### src/rtl/l0p_width_negotiator.sv
// L0p link-width negotiator.
// Runs local width-change requests as a request/response exchange of Link
// Management DLLPs, with per-attempt response timeout and bounded resends.
// It also answers width requests from the link partner. A high-priority remote
// request can pre-empt a low-priority local attempt that is waiting for its
// response.
//
// Ports
//   clk, rst                    rising-edge clock, asynchronous active-high reset
//   req_valid/req_width/
//   req_priority/req_ready      local width-change request handshake
//   max_width                   highest locally supported width code (0=x1 .. 4=x16)
//   tx_dllp_valid/data/ready    outbound DLLP, held stable until accepted
//   rx_dllp_valid/data          inbound DLLP, single-cycle strobe
//   cur_width                   currently negotiated width code
//   busy                        exchange in progress
//   done/done_status            completion pulse; status 00 OK, 01 NAK,
//                               10 TIMEOUT, 11 PREEMPT (held until next done)
module l0p_width_negotiator #(
  parameter int unsigned TIMEOUT_CYCLES = 1024,
  parameter int unsigned MAX_RETRY      = 3
) (
  input  logic        clk,
  input  logic        rst,
  input  logic        req_valid,
  input  logic [2:0]  req_width,
  input  logic        req_priority,
  output logic        req_ready,
  input  logic [2:0]  max_width,
  output logic        tx_dllp_valid,
  output logic [31:0] tx_dllp_data,
  input  logic        tx_dllp_ready,
  input  logic        rx_dllp_valid,
  input  logic [31:0] rx_dllp_data,
  output logic [2:0]  cur_width,
  output logic        busy,
  output logic        done,
  output logic [1:0]  done_status
);

  localparam int unsigned WIDTH_W = 3;
  localparam int unsigned DLLP_W  = 32;
  localparam int unsigned TMR_W   = (TIMEOUT_CYCLES < 2) ? 1 : $clog2(TIMEOUT_CYCLES);
  localparam int unsigned RETRY_W = (MAX_RETRY < 1) ? 1 : $clog2(MAX_RETRY + 1);

  localparam logic [7:0]         DLLP_TYPE   = 8'h28;
  localparam logic [7:0]         DLLP_RSVD   = 8'h00;
  localparam logic [3:0]         CMD_REQ     = 4'h1;
  localparam logic [3:0]         CMD_RSP     = 4'h2;
  localparam logic [2:0]         PL_NONE     = 3'b000;
  localparam logic [2:0]         PL_ACK      = 3'b001;
  localparam logic [2:0]         PL_NAK      = 3'b010;
  localparam logic [WIDTH_W-1:0] WIDTH_X16   = 3'd4;
  localparam logic [1:0]         ST_OK       = 2'b00;
  localparam logic [1:0]         ST_NAK      = 2'b01;
  localparam logic [1:0]         ST_TIMEOUT  = 2'b10;
  localparam logic [1:0]         ST_PREEMPT  = 2'b11;

  typedef enum logic [1:0] {
    IDLE,
    SEND_REQ,
    WAIT_RSP,
    SEND_RSP
  } state_e;

  // Assemble a Link Management DLLP.
  function automatic logic [DLLP_W-1:0] build_dllp(
    input logic               prio,
    input logic [3:0]         cmd,
    input logic [2:0]         payload,
    input logic [WIDTH_W-1:0] width
  );
    return {DLLP_TYPE, DLLP_RSVD, prio, cmd, payload, 5'd0, width};
  endfunction

  // A width is acceptable when it is a defined code and locally supported.
  function automatic logic width_ok(
    input logic [WIDTH_W-1:0] width,
    input logic [WIDTH_W-1:0] limit
  );
    return (width <= WIDTH_X16) && (width <= limit);
  endfunction

  // State and datapath registers.
  state_e               state_q,       state_d;
  logic [DLLP_W-1:0]    tx_data_q,     tx_data_d;
  logic [WIDTH_W-1:0]   lat_width_q,   lat_width_d;
  logic                 lat_prio_q,    lat_prio_d;
  logic [WIDTH_W-1:0]   rsp_width_q,   rsp_width_d;
  logic                 rsp_ack_q,     rsp_ack_d;
  logic [TMR_W-1:0]     timer_q,       timer_d;
  logic [RETRY_W-1:0]   retry_q,       retry_d;
  logic [WIDTH_W-1:0]   cur_width_q,   cur_width_d;
  logic                 done_q,        done_d;
  logic [1:0]           done_status_q, done_status_d;

  // Inbound DLLP decode.
  logic               rx_hdr_ok_c;
  logic [3:0]         rx_cmd_c;
  logic               rx_prio_c;
  logic [2:0]         rx_payload_c;
  logic [WIDTH_W-1:0] rx_width_c;
  logic               rx_req_c;
  logic               rx_rsp_c;
  logic               rx_rsp_match_c;
  logic               rx_ack_c;
  logic [DLLP_W-1:0]  rx_reply_c;
  logic [4:0]         unused_rsvd_c;

  assign rx_hdr_ok_c   = rx_dllp_valid
                         && (rx_dllp_data[31:24] == DLLP_TYPE)
                         && (rx_dllp_data[23:16] == DLLP_RSVD);
  assign rx_prio_c     = rx_dllp_data[15];
  assign rx_cmd_c      = rx_dllp_data[14:11];
  assign rx_payload_c  = rx_dllp_data[10:8];
  assign rx_width_c    = rx_dllp_data[2:0];
  assign unused_rsvd_c = rx_dllp_data[7:3];

  assign rx_req_c = rx_hdr_ok_c && (rx_cmd_c == CMD_REQ);
  assign rx_rsp_c = rx_hdr_ok_c && (rx_cmd_c == CMD_RSP);

  // Only an ACK/NAK for the width we asked for terminates the local attempt.
  assign rx_rsp_match_c = rx_rsp_c
                          && (rx_width_c == lat_width_q)
                          && ((rx_payload_c == PL_ACK) || (rx_payload_c == PL_NAK));

  // Reply to a remote request: echo its priority and width.
  assign rx_ack_c   = width_ok(rx_width_c, max_width);
  assign rx_reply_c = build_dllp(rx_prio_c, CMD_RSP,
                                 rx_ack_c ? PL_ACK : PL_NAK, rx_width_c);

  // A decoded remote request in IDLE wins over a same-cycle local request.
  assign req_ready     = (state_q == IDLE) && !rx_req_c;
  assign busy          = (state_q != IDLE);
  assign tx_dllp_valid = (state_q == SEND_REQ) || (state_q == SEND_RSP);
  assign tx_dllp_data  = tx_data_q;
  assign cur_width     = cur_width_q;
  assign done          = done_q;
  assign done_status   = done_status_q;

  // State register.
  always_ff @(posedge clk or posedge rst) begin
    if (rst) begin
      state_q       <= IDLE;
      tx_data_q     <= '0;
      lat_width_q   <= '0;
      lat_prio_q    <= 1'b0;
      rsp_width_q   <= '0;
      rsp_ack_q     <= 1'b0;
      timer_q       <= '0;
      retry_q       <= '0;
      cur_width_q   <= '0;
      done_q        <= 1'b0;
      done_status_q <= ST_OK;
    end else begin
      state_q       <= state_d;
      tx_data_q     <= tx_data_d;
      lat_width_q   <= lat_width_d;
      lat_prio_q    <= lat_prio_d;
      rsp_width_q   <= rsp_width_d;
      rsp_ack_q     <= rsp_ack_d;
      timer_q       <= timer_d;
      retry_q       <= retry_d;
      cur_width_q   <= cur_width_d;
      done_q        <= done_d;
      done_status_q <= done_status_d;
    end
  end

  // Next-state and datapath logic.
  always_comb begin
    state_d       = state_q;
    tx_data_d     = tx_data_q;
    lat_width_d   = lat_width_q;
    lat_prio_d    = lat_prio_q;
    rsp_width_d   = rsp_width_q;
    rsp_ack_d     = rsp_ack_q;
    timer_d       = timer_q;
    retry_d       = retry_q;
    cur_width_d   = cur_width_q;
    done_d        = 1'b0;
    done_status_d = done_status_q;

    case (state_q)
      IDLE: begin
        if (rx_req_c) begin
          rsp_width_d = rx_width_c;
          rsp_ack_d   = rx_ack_c;
          tx_data_d   = rx_reply_c;
          state_d     = SEND_RSP;
        end else if (req_valid) begin
          if (!width_ok(req_width, max_width)) begin
            // Unsupported width is refused locally without touching the link.
            done_d        = 1'b1;
            done_status_d = ST_NAK;
          end else begin
            lat_width_d = req_width;
            lat_prio_d  = req_priority;
            retry_d     = '0;
            tx_data_d   = build_dllp(req_priority, CMD_REQ, PL_NONE, req_width);
            state_d     = SEND_REQ;
          end
        end
      end

      SEND_REQ: begin
        if (tx_dllp_ready) begin
          timer_d = TMR_W'(TIMEOUT_CYCLES - 1);
          state_d = WAIT_RSP;
        end
      end

      WAIT_RSP: begin
        if (rx_rsp_match_c) begin
          done_d  = 1'b1;
          state_d = IDLE;
          if (rx_payload_c == PL_ACK) begin
            cur_width_d   = lat_width_q;
            done_status_d = ST_OK;
          end else begin
            done_status_d = ST_NAK;
          end
        end else if (rx_req_c && rx_prio_c && !lat_prio_q) begin
          // High-priority remote request aborts our low-priority attempt.
          done_d        = 1'b1;
          done_status_d = ST_PREEMPT;
          rsp_width_d   = rx_width_c;
          rsp_ack_d     = rx_ack_c;
          tx_data_d     = rx_reply_c;
          state_d       = SEND_RSP;
        end else if (timer_q <= TMR_W'(1)) begin
          // Expiry lands exactly TIMEOUT_CYCLES after the request handshake.
          timer_d = '0;
          if (retry_q < RETRY_W'(MAX_RETRY)) begin
            retry_d = retry_q + RETRY_W'(1);
            state_d = SEND_REQ;
          end else begin
            done_d        = 1'b1;
            done_status_d = ST_TIMEOUT;
            state_d       = IDLE;
          end
        end else begin
          timer_d = timer_q - TMR_W'(1);
        end
      end

      SEND_RSP: begin
        if (tx_dllp_ready) begin
          if (rsp_ack_q) begin
            cur_width_d = rsp_width_q;
          end
          state_d = IDLE;
        end
      end

      default: begin
        state_d = IDLE;
      end
    endcase
  end

endmodule

### config.mk
export PLATFORM = sky130hd
export DESIGN_NAME = l0p_width_negotiator
export DESIGN_NICKNAME = d
export VERILOG_FILES = /design/src/rtl/l0p_width_negotiator.sv
export SDC_FILE = /design/constraint.sdc
export NUM_CORES = 1
export LEC_CHECK = 0
export CAP_MARGIN = 0
export CORE_ASPECT_RATIO = 1.4
export CORE_MARGIN = 2
export CORE_UTILIZATION = 40
export CTS_BUF_LIST = sky130_fd_sc_hd__clkbuf_8
export DETAILED_ROUTE_END_ITERATION = 7
export GPL_ROUTABILITY_DRIVEN = 0
export MAX_ROUTING_LAYER = met4
export PLACE_DENSITY = 0.74
export REMOVE_ABC_BUFFERS = 1
export SLEW_MARGIN = 10
export SYNTH_ARGS = -nofsm -noshare
export SYNTH_HDL_FRONTEND = slang
export SYNTH_SLANG_ARGS = --single-unit
### constraint.sdc
create_clock -name clk -period 2.5 [get_ports clk]
set_input_delay 0.5 -clock clk [delete_from_list [all_inputs] [get_ports clk]]
set_output_delay 0.5 -clock clk [all_outputs]
set_load 0.02 [all_outputs]
**After elaboration in Yosys (flattened, before gate mapping)**

Index checks and enable logic that the tools add are counted.

- Magnitude comparators: 6
- Multiplexer cells: 60
- Reduce and logical (&&, ||, !) cells: 29
- Add/subtract/negate cells: 2
- Bitwise gates (word level): 1
- Eq/ne operators: 28

Operator list:

| kind | count |
|---|---|
| $mux 32 | 5 |
| $pmux 32 s2 | 1 |
| $mux 2 | 23 |
| $mux 10 | 4 |
| $ne 2x2->1 const B | 14 |
| $mux 3 | 7 |
| $pmux 10 s2 | 1 |
| $reduce_and 5->1 | 3 |
| $mux 1 | 12 |
| $pmux 3 s2 | 2 |
| $reduce_and 4->1 | 3 |
| $logic_and 1x1->1 | 11 |
| $le 10x1->1 const B | 1 |
| $sub 10x1->10 const B | 1 |
| $eq 8x6->1 const B | 1 |
| $logic_not 8->1 | 1 |
| $ne 4x4->1 const B | 2 |
| $pmux 2 s2 | 2 |
| $pmux 2 s4 | 1 |
| $reduce_and 8->1 | 1 |
| $reduce_bool 2->1 | 4 |
| $le 3x3->1 | 2 |
| $le 3x3->1 const B | 2 |
| $reduce_and 6->1 | 1 |
| other kinds (17) | 21 |

- Bits in registers: 60
- Input bits: 44
- Word-level logic and storage cells: 137
- Output and inout port bits: 41

**Depth between registers and ports, before layout**

- Word-level depth: 9
- Depth in mapped cells: 8
- Mapped depth without buffers: 8

**Least setup slack after synthesis**

Ideal clock, no wire load.

- Kind: input port to flip-flop
- From: in rx_dllp_data[12]
- To: reg tx_data_q[15], in the netlist tx_dllp_data[15]
- Setup time: 128 ps
- Arrival time: 2,298 ps
- Buffers on the path: 0
- Path slack: 75 ps
- Cell stages on the path: 5
- Cell sequence: or4b_4 > or4_4 > nand2_4 > mux2_1 > mux2_1

- Longest elaborated chain between the ends: 6
- Elaborated cells between the ends (all ways): 15
- Classes of those cells: 6 x eq/ne; 2 x mux; 7 x reduce/logical

Ends and longest elaborated chain:

| what | line | source |
|---|---|---|
| from (decl) | 34 | `input logic [31:0] rx_dllp_data,` |
| $eq 4x1->1 or $eq 4x2->1 (tied branches) | 119, 120 |  |
| $logic_and 1x1->1, on equally long branches | 119, 120 |  |
| $logic_and 1x1->1, on equally long branches | 223, 124 |  |
| $logic_and 1x1->1, on equally long branches | 223, 125 |  |
| $ne 2x2->1 (no line) | - |  |
| $reduce_and 5->1 (no line) | - |  |
| to (signal assigned) | 157 | `tx_data_q <= tx_data_d;` |
| to (decl) | 86 | `logic [DLLP_W-1:0] tx_data_q, tx_data_d;` |

Several ways; a longest one is shown, not always the timed one.
A chain may end at the register's enable or synchronous reset.

**Worst setup path in the final report**

- From: in rx_dllp_data[28]
- To: reg tx_data_q[1], in the netlist tx_dllp_data[1]

- Longest elaborated chain between the ends: 8
- Elaborated cells between the ends (all ways): 16
- Classes of those cells: 5 x eq/ne; 2 x mux; 9 x reduce/logical

Ends and longest elaborated chain:

| what | line | source |
|---|---|---|
| $eq 8x6->1 * | 111 | `&& (rx_dllp_data[31:24] == DLLP_TYPE)` |
| $logic_and 1x1->1 * | 111 |  |
| $logic_and 1x1->1 * | 112 | `&& (rx_dllp_data[23:16] == DLLP_RSVD);` |
| $logic_and 1x1->1, on equally long branches | 119, 120 |  |
| $logic_and 1x1->1, on equally long branches | 223, 124 |  |
| $logic_and 1x1->1, on equally long branches | 223, 125 |  |
| $ne 2x2->1 (no line) | - |  |
| $reduce_and 5->1 (no line) | - |  |

Mark *: on every way between the ends. The rest lies on a longest branch, timed or not.

==> results.tsv <==
stage	metric	value	unit
layout	number of nets in the final layout	421	
global_routing	global router's overall resource usage	0.196	
setup_path	category of the most critical setup path	in2reg	
clocking	clock tree root buffer cell	sky130_fd_sc_hd__clkbuf_8	
job	max-capacitance violation count	0	
setup_path	CP top delay family	simple AND/OR/NAND/NOR gates	
die	initial cell density of the core	0.420	
hold_path	number of cells on the worst hold path	1	
power_and_ir_drop	post-layout power	2.61	mW
sta	pin slew with the least headroom to its limit	0.637	ns
routing	WL final	6470	um
clocking	Clock Sink Count	37	
synthesis	Seq cells post-synth	37	
setup_path	critical path, cell by cell	clkdlybuf4s50_1 -> nor2_1 -> nand2_4 -> buf_6 -> or4_4 -> nand2_4 -> mux2_4 -> mux2_4	
clocking	worst-case clock buffer depth	2	
routing	antenna violation net count after detailed routing	0	
hold_path	startpoint of the lowest-slack hold path	tx_dllp_data[12]	
layout	number of non-filler instances in the completed layout	439	
synthesis	number of synthesized flops with an enable pin	0	
synthesis	share of Yosys cell area claimed by the top area cell type	0.374	
setup_path	Critical Path End Type	flop	
setup_path	arrival time at the worst endpoint	2.62	ns
synthesis	sequential-to-total area share from yosys stat	0.374	
synthesis	primary flip-flop cell chosen by synthesis mapping	sky130_fd_sc_hd__dfrtp_1	
routing	vias post-DR	2321	
synthesis	proportion of synthesized flip-flops having asynchronous set or reset	1.00	
sta	fin. max-slew vios	0	
setup_path	cell depth of the worst flop-to-flop path	6	
placed_design	post-DP HPWL	5010	um
routing	violation count after the first detailed-route iteration	99	
power_and_ir_drop	total power density per cell area	708	nW/um^2
placed_design	post-placement cell count	424	
die	Die Footprint	6850	um^2
setup_path	peak fanout along the critical path	4	
clocking	clock network latency to the later pin of the worst-skew pair	0.29	ns
hold_path	Worst Hold Path EP	tx_dllp_data[12]	
synthesis	per-instance average area after synthesis	9.57	um^2
layout	synth-to-layout area growth	48.4	%
power_and_ir_drop	reported leakage power	1.71	nW
clocking	cts hold-fix bufs	0	
sta	worst rel slew slack	0.571	
synthesis	warnings from Yosys	0	
placed_design	Port Buf Inserts	57	
setup_path	setup slack on the worst flop-to-flop path	0.38	ns
clocking	number of buffers created by CTS	5	
die	placeable core region	5900	um^2
setup_path	reg-to-reg critical path endpoint	retry_q[1]	
synthesis	count of different cell masters after synthesis	58	
sta	max frequency	409	MHz
die	width of the die	70.5	um
setup_path	launch point of the worst reg-to-reg path	timer_q[4]	
clocking	clk slew on worst S/H paths	0.07	ns
layout	Layout Utilization	0.623	
routing	WL/cell	14.7	um
die	Placement Rows	33	
sta	number of endpoints failing setup at the final stage	0	
sta	worst-case clock skew	0.00905	ns
setup_path	slowest library cell on the worst path	sky130_fd_sc_hd__or4_4	
setup_path	worst endpoint required time	2.67	ns
run_status	status	completed	
global_routing	total gr overflow	0	
routing	residual DRC count	0	
synthesis	netlist area before placement	2480	um^2
global_routing	number of antenna violations at the first check in global routing	0	
routing	first-pass detailed-route iteration total	4	
clocking	CTS tree	yes	
sta	setup repair after global routing missed its margin	yes	
layout	Non-Filler Cell Area, Final	3680	um^2
global_routing	largest net degree at the start of global routing	38	
global_routing	first-pass GRT wire length	10800	um
sta	Fin. Hold Viols	0	
layout	antenna diode count	0	
placed_design	standard cell area after detailed placement	3360	um^2
clocking	total number of H-tree levels	2	
die	number of top-level design ports	85	
hold_path	Tightest Hold Check Type	reg2reg	
setup_path	CP Buf/Inv Count	2	
synthesis	dominant cell type by area after synthesis	sky130_fd_sc_hd__dfrtp_1	
routing	Vias/cell	5.29	
synthesis	top cells by area, synth	sky130_fd_sc_hd__dfrtp_1 (37%), sky130_fd_sc_hd__buf_4 (7.0%), sky130_fd_sc_hd__mux2_2 (6.4%)	
die	vertical die dimension	97.1	um
sta	summed negative setup slack over all endpoints	0	ns
setup_path	kind of start point of the critical path	input port	
sta	crit path time final	2.45	ns
sta	share of the cycle needed by the critical path after routing	0.979	
power_and_ir_drop	VDD IR-drop max	0.602	mV
layout	fraction of final layout cells with drive strength greater than 1	0.274	
setup_path	delay of the slowest cell on the worst path	0.51	ns
global_routing	number of global-route vias before repair	2350	
synthesis	post-synthesis cell count	259	
==> layout make-up <==
class | count | area, um^2
Fill cell | 510 | 2230
Sequential cell | 37 | 926
Tap cell | 70 | 87.6
Timing Repair Buffer | 109 | 981
Inverter | 15 | 56.3
Clock buffer | 6 | 82.6
Multi-Input combinational cell | 200 | 1510
Clock inverter | 2 | 33.8
==> placed cells by master, fill, tap and decap left out, types with 7 or more instances in the layout <==
| cell | count |
|---|---|
| sky130_fd_sc_hd__nand2_1 | 15 |
| sky130_fd_sc_hd__clkdlybuf4s50_1 | 35 |
| sky130_fd_sc_hd__buf_4 | 47 |
| sky130_fd_sc_hd__inv_1 | 16 |
| sky130_fd_sc_hd__mux2_4 | 7 |
| sky130_fd_sc_hd__nand3_1 | 8 |
| sky130_fd_sc_hd__dlymetal6s2s_1 | 7 |
| sky130_fd_sc_hd__nor2_1 | 14 |
| sky130_fd_sc_hd__o21ai_0 | 16 |
| sky130_fd_sc_hd__dlygate4sd2_1 | 14 |
| sky130_fd_sc_hd__ha_1 | 7 |
| sky130_fd_sc_hd__dfrtp_1 | 37 |
| sky130_fd_sc_hd__a21oi_1 | 8 |
| sky130_fd_sc_hd__mux2_2 | 14 |
| sky130_fd_sc_hd__conb_1 | 22 |
==> cells by family after synthesis <==
logic type	synth area share
compound gates	0.161
xor+xnor	0.0141
fa+ha+maj	0.0454
buf+inv	0.100
flops	0.374
mux	0.113
other cells	0.00151
simple gates	0.191
==> synthesized netlist by cell type, drive strengths merged, types with 2 or more instances <==
| library cell | number |
|---|---|
| dfrtp | 37 |
| buf | 25 |
| mux2 | 21 |
| o21ai | 20 |
| nand2 | 18 |
| inv | 15 |
| nor2 | 15 |
| a21oi | 9 |
| ha | 9 |
| nand3 | 8 |
| nor4 | 7 |
| nor3 | 6 |
| or3 | 5 |
| mux2i | 4 |
| o211ai | 4 |
| a21o | 3 |
| a31oi | 3 |
| and2 | 3 |
| clkbuf | 3 |
| o311ai | 3 |
| or4 | 3 |
| xnor2 | 3 |
| a211oi | 2 |
| a22o | 2 |
| a22oi | 2 |
| nand2b | 2 |
| nand4 | 2 |
| nor2b | 2 |
| nor3b | 2 |
| nor4b | 2 |
| o21a | 2 |
| o2bb2ai | 2 |
| o31ai | 2 |
==> how the worst max path moves through the flow <==
| stage | startpoint | endpoint | depth (start not counted) |
|---|---|---|---|
| 3_3_place_gp | rx_dllp_data[12] | req_ready | 6 |
| 4_1_cts | rx_dllp_data[18] | req_ready | 8 |
| 5_1_grt | rx_dllp_data[16] | req_ready | 8 |
| 3_5_place_dp | rx_dllp_data[25] | tx_dllp_data[1] | 9 |
| 2_1_floorplan | rx_dllp_data[12] | tx_dllp_data[15] | 5 |
| 6_report | rx_dllp_data[28] | tx_dllp_data[1] | 8 |
==> state kept, by name, indices dropped and copies added (netlist names) <==
name          count
tx_dllp_data      9
lat_width_q       3
retry_q           2
done              1
timer_q          10
rsp_width_q       3
rsp_ack_q         1
cur_width         3
done_status       2
lat_prio_q        1
state_q           2
==> repair_timing <==
action,4_1_cts,5_1_grt
pin swaps,12,9
resized for setup,37,19
buffers inserted,6,3
gates cloned,0,0
endpoints found under the setup margin,27,24
==> where the power goes <==
group	leakage [nW]	switching, mW	internal [mW]	total (mW)
logic	1.21	0.639	0.600	1.24
registers	0.436	0.103	0.734	0.837
clock network	0.0626	0.209	0.321	0.530
==> per-layer routing <==
layer,global-route usage,wire length (um),vias to the layer above
met3,0.0301,245,15
met1,0.227,2580,1126
met5,-,0,-
met2,0.355,3520,61
met4,0.0435,128,0
li1,-,-,1119
==> metrics by stage <==
step	hold WS, ns	setup slack [ns]
3_3_place_gp	0.470	-0.546
4_1_cts	0.502	0.00655
5_1_grt	0.516	-0.0307
6_report	0.490	0.0526
2_1_floorplan	0.470	0.0745
3_5_place_dp	0.480	-0.520
Power figures use the tool's default switching activity.
==> RTL edit 1 (same settings) <==
Encoding of `state_e`: now one-hot (4 bits for 4 states).
--- a/src/rtl/l0p_width_negotiator.sv
+++ b/src/rtl/l0p_width_negotiator.sv
@@ -56,11 +56,11 @@
   localparam logic [1:0]         ST_TIMEOUT  = 2'b10;
   localparam logic [1:0]         ST_PREEMPT  = 2'b11;
 
-  typedef enum logic [1:0] {
-    IDLE,
-    SEND_REQ,
-    WAIT_RSP,
-    SEND_RSP
+  typedef enum logic [3:0] {
+    IDLE     = 4'b0001,
+    SEND_REQ = 4'b0010,
+    WAIT_RSP = 4'b0100,
+    SEND_RSP = 4'b1000
   } state_e;
 
   // Assemble a Link Management DLLP.
Check against the original RTL: no difference found for any inputs over 4 cycles, from zero or initial values and one cycle with rst high; so few cycles prove little.
==> RTL edit 1 against the original RTL <==
Fmax about the same; critical path type is now reg2out; worst setup slack worse by 0.00086 ns; total power up 0.17%; non-clock buffer count down 12; clock skew down 0.0048 ns; sequential cell count up 2; global-route usage down 0.29 points; core utilization down 2.8 points; routed wire length down 3.1%; die area down 0.48%; area after synthesis down 0.50%; design area down 4.5%; clock power about the same.
==> RTL edit 1: results (changes against the original RTL) <==
Drt:
- The detailed-routed wire length on met2 is 3420 um (-2.8%).
- The violation count after the first detailed-routing iteration is 84 (-15%).
- The number of vias per cell after detailed routing was 5.31 (+0.45%).
- The routed length on met3 is 228 um (-6.9%).

Pwr:
- The maximum VDD drop is 0.545 mV (-9.5%).
- The switching share of power is 0.350 (-0.0146).

Yosys:
- The register area share after synthesis came to 0.396 (+0.0227).
- The mux cell area share after synthesis is 0.0797 (-0.0334).
- The adder and majority gate portion of the synthesized area is 0.0457 (+0.000231).

Worst setup path:
- Among cell families on the critical path, the largest total delay comes from buffers and inverters.
- The stage delay of the slowest cell on the critical path is 0.60 ns (+0.09 ns).
- The standard cell with the maximum stage delay on the critical path is sky130_fd_sc_hd__dfstp_2.
- Following the worst setup path forward leads to its endpoint at busy.
- The worst register-to-register path begins at state_q[3].
- The slack of the worst reg-to-reg path is 0.25 ns (-0.13 ns).

Cells and area:
- The non-filler instance count after layout is 425 (-3.2%).

GRT:
- The global-route track usage on met1 is 0.215 (-0.0121).
- The met2 track demand over resource in global routing was 0.339 (-0.0160).
- The wire length of the first global-routing pass is 10400 um (-3.3%).

Run status:
- The flow ran to the end, and the final reports show no timing, DRC or antenna violations.

Hold path:
- The number of instances on the worst hold path came to 2 (+1).
- The startpoint identified for the worst hold timing path is rsp_ack_q.
- The path with the worst hold slack has its endpoint at rsp_ack_q.

Place:
- The worst setup slack after placement is -0.459 ns (+0.0614 ns).
- The area of placed instances is 3280 um^2 (-2.4%).
- The instance count after placement with tap cells included is 413 (-2.6%).
RTL edit 1: cell type report:
class                           instances  area (um^2)
Inverter                               18         67.6
Tap cell                               70         87.6
Clock inverter                          3         43.8
Sequential cell                        39          977
Clock buffer                            5         68.8
Timing Repair Buffer                   97          907
Multi-Input combinational cell        193         1360
Fill cell                             541         2390
RTL edit 1: power groups by stage:
| stage | combinational, mW | clock, mW | sequential (mW) |
|---|---|---|---|
| 2_1_floorplan | 0.478 | 0 | 1.07 |
| 3_3_place_gp | 0.994 | 0 | 1.01 |
| 3_5_place_dp | 1.01 | 0 | 1.02 |
| 4_1_cts | 1.02 | 0.533 | 1.01 |
| 5_1_grt | 1.16 | 0.567 | 1.05 |
| 6_report | 1.06 | 0.528 | 1.02 |
RTL edit 1: timing repair:
item	CTS	global route
setup buffers	2	2
endpoints found under the setup margin	11	10
gates resized for setup	9	18
pin swaps	0	6
endpoints found under the hold margin	0	0
==> RTL edit 2 (same settings) <==
Made on the original files. Set the parameter `TIMEOUT_CYCLES` to 4096 (it was 1024).
--- a/src/rtl/l0p_width_negotiator.sv
+++ b/src/rtl/l0p_width_negotiator.sv
@@ -17,7 +17,7 @@
 //   done/done_status            completion pulse; status 00 OK, 01 NAK,
 //                               10 TIMEOUT, 11 PREEMPT (held until next done)
 module l0p_width_negotiator #(
-  parameter int unsigned TIMEOUT_CYCLES = 1024,
+  parameter int unsigned TIMEOUT_CYCLES = 4096,
   parameter int unsigned MAX_RETRY      = 3
 ) (
   input  logic        clk,
Formal check against the unedited RTL: same outputs for any inputs over 4 cycles, from zero or initial values and one cycle with rst high; that may be too few to reach the edited logic, so the function may still have changed.
==> RTL edit 2 against the original RTL <==
Total power increased by 12%; design area decreased by 3.5%; routed wire length decreased by 0.23%; worst setup slack improved by 0.012 ns; highest routed layer unchanged; worst hold slack got worse by 0.011 ns; non-clock buffer count decreased by 10; sequential cell count increased by 2; critical path type is now reg2reg; area after synthesis increased by 3.3%; largest power group unchanged.
==> RTL edit 2: results (changes against the original RTL) <==
Cells and area:
- The flip-flop count of the largest register after layout came to 12 (+2).
- The number of diodes added for antenna fixing is 0 (unchanged).
- The register ranked first by flip-flop count is timer_q.
- The net count reported at finish was 424 (+0.71%).
- The share of layout cells above drive strength 1 is 0.218 (-0.0560).

GRT:
- The via count of the first global-routing pass is 2397 (+2.0%).
- The initial antenna violation count is 0 (unchanged).
- The combined global-route utilization of all metal layers is 0.198 (+0.00153).
- The largest net degree at the start of global routing is 40 (+5.3%).
- The wire length of the first global-routing pass was 11000 um (+1.9%).

STA:
- The final setup skew is 0.00877 ns (-0.000277 ns).
- The part of the cycle the worst path needs came to 0.974 (-0.00478).
- The pin slew with the least headroom to its limit is 0.538 ns (-0.0991 ns).

Clock tree:
- The source-to-sink clock delay at the later pin of the worst-skew pair is 0.29 ns (about the same).
- The number of buffers on the longest clock path was 2 (unchanged).

Run status:
- The run finished with clean final reports.

Yosys:
- The number of distinct library cells after synthesis is 54 (-6.9%).
- Yosys attributes the largest share of cell area to sky130_fd_sc_hd__dfrtp_1 38%, sky130_fd_sc_hd__buf_4 6.7%, sky130_fd_sc_hd__ha_1 4.4%.
- The register area share after synthesis was 0.381 (+0.00768).
- The commonest cells after synthesis are 39 x sky130_fd_sc_hd__dfrtp_1, 24 x sky130_fd_sc_hd__nand2_1, 23 x sky130_fd_sc_hd__buf_4, 20 x sky130_fd_sc_hd__o21ai_0, 16 x sky130_fd_sc_hd__inv_1.

Worst setup path:
- The worst register-to-register path begins at timer_q[2].
- The critical path ends at retry_q[0].
- The critical path arrival is 2.61 ns (about the same).
- The worst setup path is launched from a flop.
- The slack of the worst reg-to-reg path came to 0.06 ns (-0.32 ns).

Drt:
- The number of vias per cell after detailed routing was 5.37 (+1.6%).
- The violation count after the first detailed-routing iteration is 128 (+29%).
- The detailed-route wire length per cell was 14.5 um (-1.4%).

Place:
- The number of buffers added on ports was 57 (unchanged).
- The HPWL after detailed placement is 5020 um (+0.17%).
- The worst setup slack after placement was -0.575 ns (-0.0549 ns).

Pwr:
- The leakage power figure is 1.54 nW (-10%).
- The maximum VDD drop was 0.562 mV (-6.7%).

Hold path:
- The hold path startpoint is tx_dllp_data[2].
- The worst hold-check path type is reg2reg.
## RTL edit 2: cell count changes after synthesis, sizes merged, moves of 4 or more
cell / change
mux2: -14
o211ai: -4
o221a: +6
o22a: +4
o21a: +9
nand2: +7
## RTL edit 2: worst min-delay path by stage
| stage | endpoint | slack, ns | depth (start not counted) |
|---|---|---|---|
| finish | tx_dllp_data[2] | 0.48 | 2 |
| global route | tx_dllp_data[2] | 0.52 | 2 |
| CTS | tx_dllp_data[8] | 0.49 | 2 |
| detailed placement | rsp_ack_q | 0.47 | 2 |
| global placement | rsp_ack_q | 0.45 | 2 |
| floorplan | rsp_ack_q | 0.44 | 2 |
## RTL edit 2: layout make-up
class	count	area [um^2]
Clock buffer	5	68.8
Clock inverter	3	43.8
Fill cell	544	2660
Inverter	16	60.1
Multi-Input combinational cell	210	1430
Sequential cell	39	976
Tap cell	72	90.1
Timing Repair Buffer	99	881
## RTL edit 2: stage by stage
step                instances  area (um^2)
floorplan                 265         2440
global placement          435         3400
detailed placement        435         3400
CTS                       443         3520
global route              444         3550
finish                    444         3550
## RTL edit 2: routing by layer
layer  up-vias  routed length, um  global-route usage
li1       1149                  -                   -
met5         -                  0                   -
met4         0                127              0.0639
met2        71               3600               0.365
met1      1153               2460               0.218
met3        13                269              0.0204
## RTL edit 2: kinds of logic (layout without fill, tap and decap cells)
logic type                 Yosys count  after routing  synth area share
muxes                               13             13            0.0557
adders and majority gates            9              9            0.0440
xor gates and xnor gates             4              4            0.0137
and+or+nand+nor                     89             89             0.195
buffers and inverters               46            123             0.103
other                                1             22           0.00146
AOI/OAI and AO/OA                   73             73             0.207
DFF                                 39             39             0.381
## RTL edit 2: power breakdown
| part | leakage (nW) | switching [mW] | internal [mW] | total (mW) |
|---|---|---|---|---|
| combinational | 1.03 | 0.705 | 0.658 | 1.36 |
| sequential | 0.456 | 0.179 | 0.843 | 1.02 |
| clock | 0.0581 | 0.233 | 0.297 | 0.530 |
| total | 1.54 | 1.12 | 1.80 | 2.91 |
## RTL edit 2: repair_timing
item | CTS | global route
buffers inserted | 0 | 1
resized for setup | 11 | 6
pin swaps | 5 | 6
setup endpoints to repair | 18 | 9
endpoints found under the hold margin | 0 | 0
## RTL edit 2: worst max-delay path: stages (launching register included)
cell	delay [ns]
sky130_fd_sc_hd__dfrtp_1	0.39
sky130_fd_sc_hd__or2_1	0.26
sky130_fd_sc_hd__or4_4	0.45
sky130_fd_sc_hd__or4_4	0.53
sky130_fd_sc_hd__o31ai_4	0.24
sky130_fd_sc_hd__o21a_4	0.16
sky130_fd_sc_hd__mux2_4	0.29
